[config.mk]
export PLATFORM = sky130hd
export DESIGN_NAME = xbar_sched
export DESIGN_NICKNAME = d
export VERILOG_FILES = /design/src/rtl/xbar_pkg.sv /design/src/rtl/rr_arb4.sv /design/src/rtl/xbar_sched.sv
export SDC_FILE = /design/constraint.sdc
export NUM_CORES = 1
export LEC_CHECK = 0
export ABC_AREA = 1
export BUFFER_PORTS_ARGS = -buffer_cell sky130_fd_sc_hd__buf_4
export CAP_MARGIN = 20
export CORE_MARGIN = 2
export CORE_UTILIZATION = 30
export DETAILED_ROUTE_END_ITERATION = 6
export PLACE_DENSITY = 0.53
export SLEW_MARGIN = 5
export SYNTH_ARGS = -nofsm -noshare
export SYNTH_HDL_FRONTEND = slang
export SYNTH_SLANG_ARGS = --single-unit
[constraint.sdc]
create_clock -name clk -period 9.89 [get_ports clk]
set_input_delay 1.978 -clock clk [delete_from_list [all_inputs] [get_ports clk]]
set_output_delay 1.978 -clock clk [all_outputs]
set_load 0.01 [all_outputs]
[src/rtl/xbar_pkg.sv]
// xbar_pkg: shared definitions for the 4x4 router crossbar scheduler.
//   N_PORTS            number of input and output FIFOs
//   DEST_MSB/DEST_LSB  destination field position in a default-width word
//   sched_state_t      scheduler FSM encoding
//   DEF_AE_THR         almost-empty threshold applied at reset
//   def_af_thr()       almost-full threshold applied at reset (depth - 1)
package xbar_pkg;

  localparam int unsigned N_PORTS  = 4;
  localparam int unsigned DEST_MSB = 9;
  localparam int unsigned DEST_LSB = 8;

  typedef enum logic [1:0] {
    INIT   = 2'd0,
    IDLE   = 2'd1,
    ACTIVE = 2'd2
  } sched_state_t;

  localparam int unsigned DEF_AE_THR = 1;

  function automatic int unsigned def_af_thr(input int unsigned depth);
    return depth - 1;
  endfunction

endpackage

[src/rtl/rr_arb4.sv]
// rr_arb4: 4-request round-robin arbiter with a registered priority pointer.
//   clk_i    rising-edge clock
//   reset_i  synchronous active-high reset (pointer -> 0)
//   req_i    request vector, bit i = requester i
//   gnt_o    one-hot grant (all zero when nothing requests)
// Search starts at the pointer and moves upward mod 4; after a grant to i the
// pointer moves to i+1, otherwise it holds.
module rr_arb4 (
  input  logic       clk_i,
  input  logic       reset_i,
  input  logic [3:0] req_i,
  output logic [3:0] gnt_o
);

  logic [1:0] ptr_q, ptr_d;
  logic [1:0] idx;

  always_comb begin
    gnt_o = '0;
    ptr_d = ptr_q;
    idx   = '0;
    for (int unsigned k = 0; k < 4; k++) begin
      idx = ptr_q + 2'(k);
      if (gnt_o == '0 && req_i[idx]) begin
        gnt_o[idx] = 1'b1;
        ptr_d      = idx + 2'd1;
      end
    end
  end

  always_ff @(posedge clk_i) begin
    if (reset_i) ptr_q <= '0;
    else         ptr_q <= ptr_d;
  end

endmodule

[src/rtl/xbar_sched.sv]
// xbar_sched: scheduler and datapath mux for the 4x4 packet router.
// Pops input-FIFO heads (inputs 0-3) and pushes each word to the output FIFO
// named by its destination field (outputs 4-7 as indices 0-3), one grant per
// output per cycle, round-robin among contending inputs, with almost-full
// backpressure from output occupancy.
//   clk, reset         clock, synchronous active-high reset
//   init               hold in INIT and latch thresholds
//   cfg_af_thr         almost-full threshold
//   cfg_ae_thr         almost-empty threshold (hysteresis build only)
//   in_empty, in_head  input FIFO empty flags and show-ahead heads
//   in_pop             combinational pops, one per input
//   out_count          output FIFO occupancies
//   out_push, out_data registered pushes and words per output
//   state, idle        FSM state and IDLE indicator
// Build option: define SCHED_HYST_EN for per-output blocked flags that set at
// the almost-full threshold and clear only at/below the almost-empty one.
module xbar_sched
  import xbar_pkg::*;
#(
  parameter int unsigned DATA_W    = 10,
  parameter int unsigned OUT_DEPTH = 8,
  parameter int unsigned CW        = $clog2(OUT_DEPTH) + 1
) (
  input  logic                  clk,
  input  logic                  reset,
  input  logic                  init,
  input  logic [CW-1:0]         cfg_af_thr,
  input  logic [CW-1:0]         cfg_ae_thr,
  input  logic [3:0]            in_empty,
  input  logic [4*DATA_W-1:0]   in_head,
  output logic [3:0]            in_pop,
  input  logic [4*CW-1:0]       out_count,
  output logic [3:0]            out_push,
  output logic [4*DATA_W-1:0]   out_data,
  output logic [1:0]            state,
  output logic                  idle
);

  sched_state_t        state_q;
  logic                idle_q;
  logic [CW-1:0]       af_q;
  logic [3:0]          push_q;
  logic [4*DATA_W-1:0] data_q;

  logic [3:0]          at_af;
  logic [3:0]          blocked;
  logic                grant_ok;
  logic [3:0]          req      [N_PORTS];
  logic [3:0]          gnt      [N_PORTS];
  logic [DATA_W-1:0]   sel_word [N_PORTS];

  // push_q covers the word already in flight that out_count does not show yet
  always_comb begin
    at_af = '0;
    for (int unsigned d = 0; d < N_PORTS; d++) begin
      at_af[d] = ({1'b0, out_count[d*CW +: CW]} + {{CW{1'b0}}, push_q[d]})
                 >= {1'b0, af_q};
    end
  end

`ifdef SCHED_HYST_EN
  logic [CW-1:0] ae_q;
  logic [3:0]    blk_q, blk_d;

  always_comb begin
    blk_d = blk_q;
    for (int unsigned d = 0; d < N_PORTS; d++) begin
      if (at_af[d])                          blk_d[d] = 1'b1;
      else if (out_count[d*CW +: CW] <= ae_q) blk_d[d] = 1'b0;
    end
  end

  // at_af is ORed in so the crossing cycle itself is already blocked
  assign blocked = blk_q | at_af;
`else
  logic unused_ae;
  assign unused_ae = ^cfg_ae_thr;
  assign blocked   = at_af;
`endif

  assign grant_ok = (state_q == ACTIVE) && !init;

  always_comb begin
    for (int unsigned d = 0; d < N_PORTS; d++) begin
      req[d] = '0;
      for (int unsigned i = 0; i < N_PORTS; i++) begin
        req[d][i] = grant_ok && !in_empty[i] && !blocked[d] &&
                    (in_head[i*DATA_W + DATA_W - 2 +: 2] == 2'(d));
      end
    end
  end

  for (genvar d = 0; d < N_PORTS; d++) begin : g_arb
    rr_arb4 u_arb (
      .clk_i   (clk),
      .reset_i (reset),
      .req_i   (req[d]),
      .gnt_o   (gnt[d])
    );
  end

  // Each input requests a single destination, so OR-ing grants never collides
  always_comb begin
    in_pop = '0;
    for (int unsigned d = 0; d < N_PORTS; d++) begin
      sel_word[d] = '0;
      for (int unsigned i = 0; i < N_PORTS; i++) begin
        if (gnt[d][i]) sel_word[d] = in_head[i*DATA_W +: DATA_W];
      end
      in_pop = in_pop | gnt[d];
    end
  end

  always_ff @(posedge clk) begin
    if (reset) begin
      push_q <= '0;
      data_q <= '0;
    end else begin
      for (int unsigned d = 0; d < N_PORTS; d++) begin
        push_q[d] <= |gnt[d];
        if (|gnt[d]) data_q[d*DATA_W +: DATA_W] <= sel_word[d];
      end
    end
  end

  always_ff @(posedge clk) begin
    if (reset) begin
      state_q <= INIT;
      idle_q  <= 1'b0;
      af_q    <= CW'(def_af_thr(OUT_DEPTH));
`ifdef SCHED_HYST_EN
      ae_q    <= CW'(DEF_AE_THR);
      blk_q   <= '0;
`endif
    end else begin
`ifdef SCHED_HYST_EN
      blk_q <= blk_d;
`endif
      case (state_q)
        INIT: begin
          af_q <= cfg_af_thr;
`ifdef SCHED_HYST_EN
          ae_q  <= cfg_ae_thr;
          blk_q <= '0;
`endif
          if (!init) begin
            state_q <= IDLE;
            idle_q  <= 1'b1;
          end
        end
        IDLE: begin
          if (init) begin
            state_q <= INIT;
            idle_q  <= 1'b0;
          end else if (in_empty != 4'hF) begin
            state_q <= ACTIVE;
            idle_q  <= 1'b0;
          end
        end
        ACTIVE: begin
          if (init) begin
            state_q <= INIT;
            idle_q  <= 1'b0;
          end else if (in_empty == 4'hF && push_q == '0) begin
            state_q <= IDLE;
            idle_q  <= 1'b1;
          end
        end
        default: begin
          state_q <= INIT;
          idle_q  <= 1'b0;
        end
      endcase
    end
  end

  assign out_push = push_q;
  assign out_data = data_q;
  assign state    = state_q;
  assign idle     = idle_q;

endmodule

==> results.sh, run 1 <==
export IMPL_hold_slack_ns=0.449
export IMPL_path_clk_slew_ns=0.05
export IMPL_fin_nets=1355
export IMPL_worstHoldStart="out_data[31]"
export IMPL_yosysUniqueCellTypes=37
export IMPL_final_layout_size_suffix_gt1_frac=0.186
export IMPL_worst_path_buf_inv=3
export IMPL_grt_usage=0.194
export IMPL_critical_path_class="in2out"
export IMPL_synth_top_cell_by_area="nand2_1"
export IMPL_worstPathRequired_ns=7.91
export IMPL_cpMostUsedCell="nand2_1"
export IMPL_cpPeakStageDelay_ns=0.69
export IMPL_synth_edf_count=0
export IMPL_port_buffers=117
export IMPL_synthFlopType="dfxtp_1"
export IMPL_root_buffer="clkbuf_16"
export IMPL_cp_arrival_ns=6.28
export IMPL_coreArea_um2=21700
export IMPL_synth_top_area_frac=0.239
export IMPL_finalSetupViolCount=0
export IMPL_die_w_um=152
export IMPL_fin_tns_setup_ns=0
export IMPL_clockBufferDepth=2
export IMPL_cts_sinks=59
export IMPL_layout_commonest_cell="nand2_1"
export IMPL_crit_fanout=22
export IMPL_antenna_found_initial=0
export IMPL_syn_nets=1263
export IMPL_yosys_warnings=0
export IMPL_h_tree_depth=3
export IMPL_post_cts_setup_buffers=0
export IMPL_drt_initial_drc_count=626
export IMPL_hold_path_class="reg2reg"
export IMPL_die_h_um=152
export IMPL_globalRouteOverflowTotal=0
export IMPL_routed_wl_um=22700
export IMPL_ctsResizeCount=0
export IMPL_layout_common_cells="420 x nand2_1, 117 x buf_4, 111 x inv_1"
export IMPL_io_pins=122
export IMPL_num_rows=54
export IMPL_fmax_mhz=121
export IMPL_area_delta_synth_final_pct=20.0
export IMPL_finalCriticalPeriod_ns=8.26
export IMPL_slew_violations=0
export IMPL_clkLatencyLatePin_ns=0.35
export IMPL_dp_hpwl_um=17400
export IMPL_r2r_slack_ns=5.24
export IMPL_startpoint="out_count[12]"
export IMPL_vias=7318
export IMPL_powerDensity_nw_per_um2=298
export IMPL_post_route_period_util=0.835
export IMPL_drt_drc_violations_left=0
export IMPL_status="completed"
export IMPL_reg2reg_depth=30
export IMPL_grt_pass1_vias=6766
export IMPL_ys_seq_area_frac=0.179
export IMPL_cts_buffers_inserted=9
export IMPL_grt_max_degree=23
export IMPL_postCtsHoldBufs=0
export IMPL_critPathLaunchType="input port"
export IMPL_async_reset_ff_frac=0
export IMPL_tightest_slew_ns=0.924
export IMPL_min_to="out_data[31]"
export IMPL_hold_violations=0
export IMPL_synthCells=1148
export IMPL_crit_family="simple AND/OR/NAND/NOR gates"
export IMPL_wl_per_cell_um=14.9
export IMPL_crit_path_end_kind="output port"
export IMPL_rsz0062_at_grt="no"
export IMPL_mappedNetlistArea_um2=6590
export IMPL_min_path_cells=2
export IMPL_diodes=0
export IMPL_grt_pass1_wl_um=36300
export IMPL_start_util=0.304
export IMPL_viasPerCell=4.80
export IMPL_r2r_start="out_push[3]"
export IMPL_slew_headroom=0.382
export IMPL_ys_seq_elements=59
export IMPL_leakage_nw=4.39
export IMPL_ir_worst_vdd_mv=0.106
export IMPL_synthTopCellsByArea="nand2_1 24%, dfxtp_1 18%, ha_1 8.4%"
export IMPL_die_area_um2=23200
export IMPL_gp_congestion=0.867
export IMPL_cts_tree="built"
export IMPL_utilization=0.365
export IMPL_ant_nets=0
export IMPL_synth_area_per_cell_um2=5.74
export IMPL_finalClockSkew_ns=0.0108
export IMPL_cap_violations=0
export IMPL_crit_slowest_cell="nor2_1"
export IMPL_drtPass1Iterations=5
export IMPL_reg2reg_to="out_data[33]"
-- per-layer routing --
metal	GRT usage	wire length, µm	vias up
li1	-	-	3850
met1	0.272	10900	3236
met2	0.316	10100	207
met3	0.0250	1250	25
met4	0.0454	354	0
met5	0	0	-
-- worst register-to-register path: cells and delay by family (launching register included) --
kind	cells	cell delay, ns
buf+inv	1	0.07
simple gates	25	3.24
fa+ha+maj	3	0.66
flops	1	0.41
xor+xnor	1	0.16
-- flip-flops by register name (all words and copies together) (netlist names) --
register / flops
idle: 1
af_q: 4
g_arb.u_arb.ptr_q: 8
out_data: 40
state: 2
out_push: 4
-- stage by stage --
| stage | cell area, µm² | cells | worst slack, ns | total power, W |
|---|---|---|---|---|
| after floorplan | 6590 | 1148 | 2.98 | 0.00164 |
| after CTS | 7910 | 1524 | 1.62 | 0.00235 |
| after global routing | 7910 | 1524 | 1.23 | 0.00261 |
| final | 7910 | 1524 | 1.63 | 0.00236 |
| after global placement | 7610 | 1509 | 1.68 | 0.00202 |
| after detailed placement | 7610 | 1509 | 1.63 | 0.00202 |
-- cell type report --
cell class	count	area [µm²]
Tap cell	280	350
Multi-Input combinational cell	925	4720
Sequential cell	59	1180
Timing Repair Buffer	117	878
Clock buffer	13	260
Clock inverter	2	35.0
Fill cell	2422	13800
Inverter	128	482
-- logic make-up after synthesis --
logic type,share of synthesized area
flip-flops,0.179
buffers and inverters,0.104
adder cells (fa/ha/maj),0.0836
AND/OR/NAND/NOR,0.504
AO/OA/AOI/OAI,0.118
XOR/XNOR,0.0106
-- power by group --
part	internal [W]	total, W	switching [W]
sequential	0.000293	0.000339	0.0000460
combinational	0.000564	0.00170	0.00113
clock	0.000207	0.000322	0.000115
-- worst max path at each step --
| stage | endpoint | cells after the start | slack, ns |
|---|---|---|---|
| after floorplan | in_pop[2] | 26 | 2.98 |
| after global placement | in_pop[2] | 26 | 1.68 |
| after detailed placement | in_pop[2] | 28 | 1.63 |
| after CTS | in_pop[2] | 28 | 1.62 |
| after global routing | in_pop[2] | 28 | 1.23 |
| final | in_pop[2] | 28 | 1.63 |
-- synth_stat cells, types with 12 or more instances --
library cell,count
a21oi_1,94
buf_2,28
dfxtp_1,59
ha_1,44
inv_1,111
nand2_1,420
nand2_2,19
nand3_1,108
nand3_2,16
nor2_1,103
nor2_2,26
nor2_4,12
o21ai_0,29
Power figures use the tool's default switching activity.
==> inputs of run 2 (changes only) <==
clock period = 8.25 ns   (was 9.89 ns; I/O delays follow)
==> run 2 against run 1 <==
Wire length shrank 0.67%; critical endpoint is now in_pop[1]; first-iteration DRC count grew 23%; non-clock buffer count grew 4; worst hold slack gained 0.0028 ns; register-to-register slack lost 1.5 ns; sequential power grew 20%.
==> results.sh, run 2 (same netlist as run 1, synthesis figures left out) <==
export IMPL_grt_pass1_vias=6833
export IMPL_powerDensity_nw_per_um2=364
export IMPL_io_pins=122
export IMPL_h_tree_depth=3
export IMPL_clkLatencyLatePin_ns=0.34
export IMPL_cpMostUsedCell="nand2_1"
export IMPL_fill_cells=2433
export IMPL_cts_buffers_inserted=9
export IMPL_drt_initial_drc_count=770
export IMPL_finalCriticalPeriod_ns=7.33
export IMPL_layout_commonest_cell="nand2_1"
export IMPL_grt_pass1_wl_um=36600
export IMPL_status="completed"
export IMPL_post_cts_setup_buffers=0
export IMPL_grt_usage=0.195
export IMPL_final_layout_size_suffix_gt1_frac=0.191
export IMPL_regArea_um2=1180
export IMPL_vias=7401
export IMPL_hold_path_class="reg2reg"
export IMPL_leakage_nw=4.43
export IMPL_critical_path_class="in2out"
export IMPL_fmax_mhz=137
export IMPL_finalSetupViolCount=0
export IMPL_fin_nets=1359
export IMPL_clockBufferDepth=2
export IMPL_die_area_um2=23200
export IMPL_fin_tns_setup_ns=0
export IMPL_dp_hpwl_um=17400
export IMPL_cap_violations=0
export IMPL_path_clk_slew_ns=0.05
export IMPL_slew_headroom=0.463
export IMPL_area_delta_synth_final_pct=21.2
export IMPL_ir_worst_vdd_mv=0.132
export IMPL_finalClockSkew_ns=0.0103
export IMPL_diodes=0
export IMPL_cts_tree="built"
export IMPL_cpPeakStageDelay_ns=0.45
export IMPL_layout_common_cells="420 x nand2_1, 121 x buf_4, 111 x inv_1"
export IMPL_worst_path_buf_inv=4
export IMPL_crit_family="simple AND/OR/NAND/NOR gates"
export IMPL_num_rows=54
export IMPL_rsz0062_at_grt="no"
export IMPL_drt_drc_violations_left=0
export IMPL_crit_fanout=12
export IMPL_r2r_slack_ns=3.79
export IMPL_coreArea_um2=21700
export IMPL_slew_violations=0
export IMPL_setup_slack_ns=0.925
export IMPL_antenna_found_initial=0
export IMPL_postCtsHoldBufs=0
export IMPL_viasPerCell=4.84
export IMPL_grt_max_degree=23
export IMPL_wl_per_cell_um=14.7
export IMPL_drtPass1Iterations=6
export IMPL_crit_slowest_cell="inv_1"
export IMPL_globalRouteOverflowTotal=0
export IMPL_largest_register_ff_count=40
export IMPL_die_h_um=152
export IMPL_routed_wl_um=22500
export IMPL_place_ws_ns=0.971
export IMPL_post_route_period_util=0.888
export IMPL_hold_slack_ns=0.451
export IMPL_worstPathRequired_ns=6.60
export IMPL_cts_sinks=59
export IMPL_root_buffer="clkbuf_16"
export IMPL_die_w_um=152
export IMPL_ant_nets=0
export IMPL_multi_input_area_um2=4720
export IMPL_crit_path_end_kind="output port"
export IMPL_tightest_slew_ns=0.804
export IMPL_cp_arrival_ns=5.68
export IMPL_hold_violations=0
export IMPL_port_buffers=117
export IMPL_critPathLaunchType="input port"
export IMPL_start_util=0.304
export IMPL_gp_congestion=0.875
export IMPL_ctsResizeCount=0
## run 2: changes by cell type in the layout (fill, tap and decap cells not counted)
cell,previous run,this run
buf_4,117,121
bufinv_16,1,3
clkbuf_1,2,1
clkbuf_8,2,1
clkinv_2,2,3
## run 2: final cells by class
type | count | share of cell area
clock inverter | 5 | 0.0125
inverter | 128 | 0.0603
multi-input combinational | 925 | 0.591
tap | 280 | 0.0439
sequential | 59 | 0.148
clock buffer | 11 | 0.0304
timing repair buffer | 121 | 0.114
## run 2: path summary, 6_finish.rpt
path,startpoint,to,cells after the start
max,out_count[4],in_pop[1],26
min,out_data[22],out_data[22],2
max reg2reg,out_push[1],out_data[19],28
min reg2reg,out_data[22],out_data[22],2
## run 2: routing by layer
| metal | routed length (µm) | vias up | track usage |
|---|---|---|---|
| li1 | - | 3861 | - |
| met1 | 10800 | 3272 | 0.271 |
| met2 | 9970 | 239 | 0.317 |
| met3 | 1390 | 29 | 0.0276 |
| met4 | 362 | 0 | 0.0547 |
| met5 | 0 | - | 0 |
## run 2: where the power goes
| part | total [W] | internal [W] | switching [W] |
|---|---|---|---|
| Combinational | 0.00205 | 0.000689 | 0.00136 |
| Sequential | 0.000406 | 0.000351 | 0.0000557 |
| Clock | 0.000446 | 0.000302 | 0.000144 |
## run 2: stage by stage
stage                     power, W  utilization  instances  instance area (µm²)
final                      0.00291        0.368       1529                 7980
after global routing       0.00323        0.368       1529                 7980
after floorplan            0.00197            -       1148                 6590
after detailed placement   0.00244        0.352       1513                 7640
after CTS                  0.00290        0.368       1529                 7980
after global placement     0.00244        0.352       1513                 7640
## run 2: worst min-delay path, delay by kind of cell (launching register included)
kind / cells / cell delay [ns]
flip-flops: 1 / 0.31
AND/OR/NAND/NOR: 2 / 0.10
